File: src/rtl/truth_table_sweeper.sv
// truth_table_sweeper
// Drives the 8 input combinations of a 3-input gate in order 000..111.
// Each vector is held for SETTLE cycles and then sampled for one cycle. The
// sampled gate output is compared with EXPECT[index], and mismatches are counted.
//
// Parameters:
//   SETTLE  drive cycles per vector before sampling (1..15)
//   EXPECT  expected gate output; bit i applies to vector i (default 3-input AND)
// Ports:
//   clk        rising-edge clock
//   rst        asynchronous active-high reset
//   start      begin a sweep (only looked at in IDLE)
//   dut_out    output of the gate under test
//   in0..in2   registered stimulus, {in2,in1,in0} = vector index
//   busy       high while vectors are being driven/sampled
//   done       high from sweep completion until the next accepted start
//   pass       valid with done; 1 when err_count is 0
//   err_count  mismatching vectors in the last sweep (0..8)
// Optional build macro:
//   SWEEPER_STOP_ON_FAIL_EN  the first mismatch ends the sweep immediately
module truth_table_sweeper #(
  parameter int unsigned SETTLE = 1,
  parameter logic [7:0]  EXPECT = 8'h80
) (
  input  logic       clk,
  input  logic       rst,
  input  logic       start,
  input  logic       dut_out,
  output logic       in0,
  output logic       in1,
  output logic       in2,
  output logic       busy,
  output logic       done,
  output logic       pass,
  output logic [3:0] err_count
);

  typedef enum logic [1:0] {
    ST_IDLE   = 2'd0,
    ST_SETTLE = 2'd1,
    ST_SAMPLE = 2'd2,
    ST_FINISH = 2'd3
  } state_t;

  // Last value of the wait counter before moving on to SAMPLE.
  localparam logic [3:0] SETTLE_LAST = 4'(SETTLE - 1);

  state_t     state_r, state_s;
  logic [2:0] index_r, index_s;
  logic [3:0] wait_r, wait_s;
  logic [3:0] err_s;
  logic       done_s, pass_s, busy_s;
  logic [2:0] stim_s;
  logic       mismatch_s;

  // Next-state, counter and next-output computation.
  always_comb begin
    state_s    = state_r;
    index_s    = index_r;
    wait_s     = wait_r;
    err_s      = err_count;
    done_s     = done;
    pass_s     = pass;
    mismatch_s = (dut_out != EXPECT[index_r]);
    case (state_r)
      ST_IDLE: begin
        if (start) begin
          state_s = ST_SETTLE;
          index_s = 3'd0;
          wait_s  = 4'd0;
          err_s   = 4'd0;
          done_s  = 1'b0;
          pass_s  = 1'b0;
        end else begin
          state_s = ST_IDLE;
        end
      end
      ST_SETTLE: begin
        if (wait_r == SETTLE_LAST) begin
          state_s = ST_SAMPLE;
          wait_s  = 4'd0;
        end else begin
          wait_s  = wait_r + 4'd1;
        end
      end
      ST_SAMPLE: begin
        // At most 8 increments per sweep, so 4 bits cannot overflow.
        if (mismatch_s) begin
          err_s = err_count + 4'd1;
        end else begin
          err_s = err_count;
        end
`ifdef SWEEPER_STOP_ON_FAIL_EN
        if (mismatch_s || (index_r == 3'd7)) begin
          state_s = ST_FINISH;
        end else begin
          state_s = ST_SETTLE;
          index_s = index_r + 3'd1;
        end
`else
        if (index_r == 3'd7) begin
          state_s = ST_FINISH;
        end else begin
          state_s = ST_SETTLE;
          index_s = index_r + 3'd1;
        end
`endif
      end
      ST_FINISH: begin
        // err_count already includes the final vector's sample here.
        state_s = ST_IDLE;
        index_s = 3'd0;
        done_s  = 1'b1;
        pass_s  = (err_count == 4'd0);
      end
      default: begin
        state_s = ST_IDLE;
        index_s = 3'd0;
        wait_s  = 4'd0;
      end
    endcase
    // Outputs are registered from the next state so that they line up with it.
    busy_s = (state_s == ST_SETTLE) || (state_s == ST_SAMPLE);
    if (busy_s) begin
      stim_s = index_s;
    end else begin
      stim_s = 3'd0;
    end
  end

  // State, counters and registered outputs.
  always_ff @(posedge clk or posedge rst) begin
    if (rst) begin
      state_r         <= ST_IDLE;
      index_r         <= 3'd0;
      wait_r          <= 4'd0;
      err_count       <= 4'd0;
      done            <= 1'b0;
      pass            <= 1'b0;
      busy            <= 1'b0;
      {in2, in1, in0} <= 3'd0;
    end else begin
      state_r         <= state_s;
      index_r         <= index_s;
      wait_r          <= wait_s;
      err_count       <= err_s;
      done            <= done_s;
      pass            <= pass_s;
      busy            <= busy_s;
      {in2, in1, in0} <= stim_s;
    end
  end

endmodule

File: config.mk
export PLATFORM = sky130hd
export DESIGN_NAME = truth_table_sweeper
export DESIGN_NICKNAME = d
export VERILOG_FILES = /design/src/rtl/truth_table_sweeper.sv
export SDC_FILE = /design/constraint.sdc
export NUM_CORES = 1
export LEC_CHECK = 0
export CAP_MARGIN = 15
export CORE_UTILIZATION = 43
export CTS_CLUSTER_SIZE = 24
export DETAILED_ROUTE_END_ITERATION = 12
export PLACE_DENSITY_LB_ADDON = 0.05
export SYNTH_ARGS = -nofsm -noshare
export SYNTH_HDL_FRONTEND = slang
export SYNTH_SLANG_ARGS = --single-unit
export TNS_END_PERCENT = 30
File: constraint.sdc
create_clock -name clk -period 4.8 [get_ports clk]
set_input_delay 0.96 -clock clk [delete_from_list [all_inputs] [get_ports clk]]
set_output_delay 0.96 -clock clk [all_outputs]
set_load 0.05 [all_outputs]
Yosys cells after proc, flatten, opt, wreduce, memory -nomap -nowiden
Memory sizes are Yosys's and may differ from the RTL's. Index checks and enable logic that the tools add are counted.

Mux-type cells: 17. Reductions and logical operators: 10. Add/subtract/negate cells: 3. $lt $le $gt $ge: 1. Equality and inequality tests: 9.

Operators by type and width (number): 4-bit one-hot mux with 2 select lines (2); 4-bit 2-to-1 mux (3); 3-bit 2-to-1 mux (3); 3-bit one-hot mux with 3 select lines (1); 4-bit by 1-bit adder with 4-bit output (second input constant) (2); 4-bit zero test (2); 2-bit one-hot mux with 4 select lines (1); 2-bit equality test (second input constant) (3); 2-bit nonzero test (3); 2-bit by 1-bit equality test with 1-bit output (second input constant) (2); 3-bit by 4-bit less-than comparator with 1-bit output (second input constant) (1); 2-bit 2-to-1 mux (2); 2-bit != test (second input constant) (2); 1-bit one-hot mux with 2 select lines (2); 2-bit AND reduction (2); 3-bit by 1-bit adder with 3-bit output (second input constant) (1); 3-bit equality test (second input constant) (1); 1-bit 2-to-1 mux (3); 3-bit AND reduction (1); 2-bit zero test (1); 1-bit logical OR (1); 1-bit != test (1).

Word-level logic and storage cells: 51. Memories: 1. ROM bits: 8. Register bits after elaboration: 19. Input port bits: 4.

Memories: (no name shown) (words 8, bits a word 1, read ports 1, clocked after Yosys merged registers in 0, wr ports 0, RTL line 64) `mismatch_s = (dut_out != EXPECT[index_r]);`.

Longest topological paths before layout
Depth in word-level cells: 6. Mapped depth: 6. Depth with buffers taken out: 6.

Worst setup path after synthesis
Ideal clock, no wire load.

Path kind: input-to-reg. Start: in dut_out. End: reg err_count[2]. Path buffers: 0. Library setup time: 0.125 ns. Arrival time: 1.824 ns. Cell stages on the path: 4. Slack: 2.851 ns. Cell sequence: and4_1 > a211oi_4 > nand2_2 > mux2_4.

Longest elaborated chain between the ends: 3.

Ends and longest elaborated chain: from (decl) (RTL line 28) `input logic dut_out,`; 1-bit != test (RTL line 64); 2-bit != test (no source line); 3-bit AND reduction (no source line); to (signal assigned) (RTL line 146) `err_count <= err_s;`; to (decl) (RTL line 35) `output logic [3:0] err_count`.

No other way between the ends. A chain may end at the register's enable or synchronous reset.

Final worst setup path
Start: reg err_count[2]. End: out err_count[2].

No word-level cell between the ends.

==> flow_metrics.env <==
export IMPL_status="complete, no violations"
export IMPL_io_buffer_count=13
export IMPL_utilization_pct=56.3
export IMPL_p_leak_uw=0.000527
export IMPL_grt_setup_unrepaired="no"
export IMPL_grtUsageMet3_pct=4.94
export IMPL_crit_chain="clkdlybuf4s50_1"
export IMPL_ys_warn_count=0
export IMPL_grt_overflow_total=0
export IMPL_grt_max_degree=20
export IMPL_synth_ff_type="dfrtp_1"
export IMPL_synth_top_family_by_area="simple AND/OR/NAND/NOR gates"
export IMPL_synth_area_mux_share_pct=2.57
export IMPL_period_share_pct=52.0
export IMPL_cts_tree="yes"
export IMPL_fill_cells=211
export IMPL_drive_gt1_share_pct=9.01
export IMPL_tightest_slew_ns=0.704
export IMPL_min_period_ns=2.50
export IMPL_die_area_mm2=0.00246
export IMPL_avgSynthCellArea_um2=10.0
export IMPL_coreArea_mm2=0.00204
export IMPL_clk_pin_slew_worst_paths_ns=0.11
export IMPL_grt_pass1_wl_um=3170
export IMPL_cts_root_buf="clkbuf_4"
export IMPL_crit_type="flip-flop to output pin"
export IMPL_fin_ws_ns=2.30
export IMPL_yosysMostFrequentCell="dfrtp_1"
export IMPL_synth_compound_area_share_pct=16.2
export IMPL_drc=0
export IMPL_grt_use_total_pct=16.8
export IMPL_synth_seq_area_share_pct=48.9
export IMPL_rows=16
export IMPL_synthArstFlopShare_pct=100
export IMPL_num_vias=723
export IMPL_end_kind="output pin"
export IMPL_use_met1_pct=23.9
export IMPL_drtIter0Drc=14
export IMPL_clock_fmax_mhz=401
export IMPL_gp_congestion=0.754
export IMPL_worst_path_max_fanout=5
export IMPL_synthTopCellsByCount="dfrtp_1, nand2_1, o21ai_0, nor2b_1"
export IMPL_worstPathRequired_ns=3.84
export IMPL_antenna_cells=0
export IMPL_clk_insertion_delay_late_ns=0.30
export IMPL_maxCapViolCount=0
export IMPL_start_util_pct=47.6
export IMPL_vias_per_cell=5.24
export IMPL_synth_simple_gate_area_share_pct=21.4
export IMPL_fin_nets=121
export IMPL_cts_resized=0
export IMPL_hold_class="flip-flop to flip-flop"
export IMPL_slowest_stage="clkdlybuf4s50_1"
export IMPL_antenna_left=0
export IMPL_ir_drop_mv=0.268
export IMPL_worst_path_buf_inv=1
export IMPL_ios=14
export IMPL_synth_distinct_cells=30
export IMPL_timing_slew_headroom_pct=53.0
export IMPL_grt_busiest_layer="met2"
export IMPL_synth_area_leaders="dfrtp_1, ha_1, o21ai_0"
export IMPL_cts_setup_buffers=0
export IMPL_cp_slowest_stage_delay_ns=0.82
export IMPL_fin_setup_tns_ns=0
export IMPL_die_h_um=49.6
export IMPL_synth_xor_area_share_pct=0.901
export IMPL_clockBufferDepth=2
export IMPL_synth_nets=106
export IMPL_wl_um=1720
export IMPL_synth_top_area_cell="dfrtp_1"
export IMPL_pre_cts_slack_ns=2.34
export IMPL_clock_sinks=19
export IMPL_ys_ff_latch=19
export IMPL_p_per_area_mw_per_mm2=537
export IMPL_crit_family="buffers and inverters"
export IMPL_hold_viol_final=0
export IMPL_hpwl_um=1210
export IMPL_synthAdderAreaFrac_pct=6.44
export IMPL_h_tree_depth=1
export IMPL_drt_first_pass_iters=4
export IMPL_cts_inserted_buffers=3
export IMPL_syn_inst=97
export IMPL_report_final_slew_viol_count=0
export IMPL_reg2reg_slack_ns=3.00
export IMPL_wl_per_cell_um=12.5
export IMPL_ctsHoldBuffers=0
export IMPL_grt_pass1_vias=713
export IMPL_antenna_found_initial=0
export IMPL_finalSetupViolCount=0
export IMPL_synth_edf_count=0
export IMPL_cp_start_kind="flip-flop"
export IMPL_syn_area_um2=972
export IMPL_yosysTopAreaCellShare_pct=48.9
export IMPL_crit_arrival_ns=1.54
export IMPL_synthToLayoutAreaGrowth_pct=18.3
export IMPL_die_w_um=49.6
export IMPL_clock_skew_ns=0.00890
export IMPL_global_route_usage_met2_pct=24.8
-- per-layer routing --
layer / wire length [um] / up-vias
met5: 0 / -
met4: 21 / 0
met3: 62 / 4
met2: 697 / 11
met1: 937 / 340
li1: - / 368
-- cell families after synthesis --
kind of cell,count (synthesis)
multiplexers,2
flip-flops,19
AND/OR/NAND/NOR,39
AO/OA/AOI/OAI,22
XOR/XNOR,1
adder cells (fa/ha/maj),5
buffers and inverters,9
-- flip-flops by register name, indices dropped and copies added, names as in the netlist --
name,cells
err_count,4
pass,1
in1,1
busy,1
in0,1
state_r,2
done,1
index_r,3
wait_r,4
in2,1
-- area by class of cell --
type                    count  area (um2)  share of cell area [%]
repair buffers             13         130                    11.3
well taps                  27        33.8                    2.94
clock buffers               4        26.3                    2.29
multi-input cells          69         462                    40.2
inverters                   6        22.5                    1.96
flip-flops and latches     19         475                    41.3
-- final timing paths --
path                                end    startpoint  cells after the start
setup / recovery           err_count[2]  err_count[2]                      1
hold / removal                wait_r[2]     wait_r[2]                      1
setup reg to reg              wait_r[3]    state_r[0]                      4
hold reg to reg               wait_r[2]     wait_r[2]                      1
max in group asynchronous    index_r[0]           rst                      2
min in group asynchronous          pass           rst                      2
-- cell usage in the layout (no fill, tap or decap), types with 2 or more instances in the layout --
master	instances
nand3_1	6
o21bai_1	2
nor2_1	4
a32o_1	2
nor2b_1	7
clkdlybuf4s50_1	13
a21oi_1	3
o22ai_1	2
inv_1	6
nand2_1	9
nand2_2	2
nand2b_1	3
dfrtp_1	19
clkbuf_4	3
o21ai_0	9
ha_1	5
nor3_1	2
-- per-stage QoR --
stage          power (uW)  std cells  hold WS [ns]  cell area, um2
3_3_place_gp          537        134         0.496            1120
2_1_floorplan         458         97         0.466             972
4_1_cts               623        138         0.523            1150
6_report              617        138         0.528            1150
3_5_place_dp          540        134         0.506            1120
5_1_grt               664        138         0.553            1150
-- power by group --
part,total [uW],internal (uW),switching (uW)
Sequential,250,200,49.6
Combinational,287,105,182
Clock,80.8,32.4,48.3
Total,617,337,280
No activity file was read; power rests on OpenSTA's default activity.
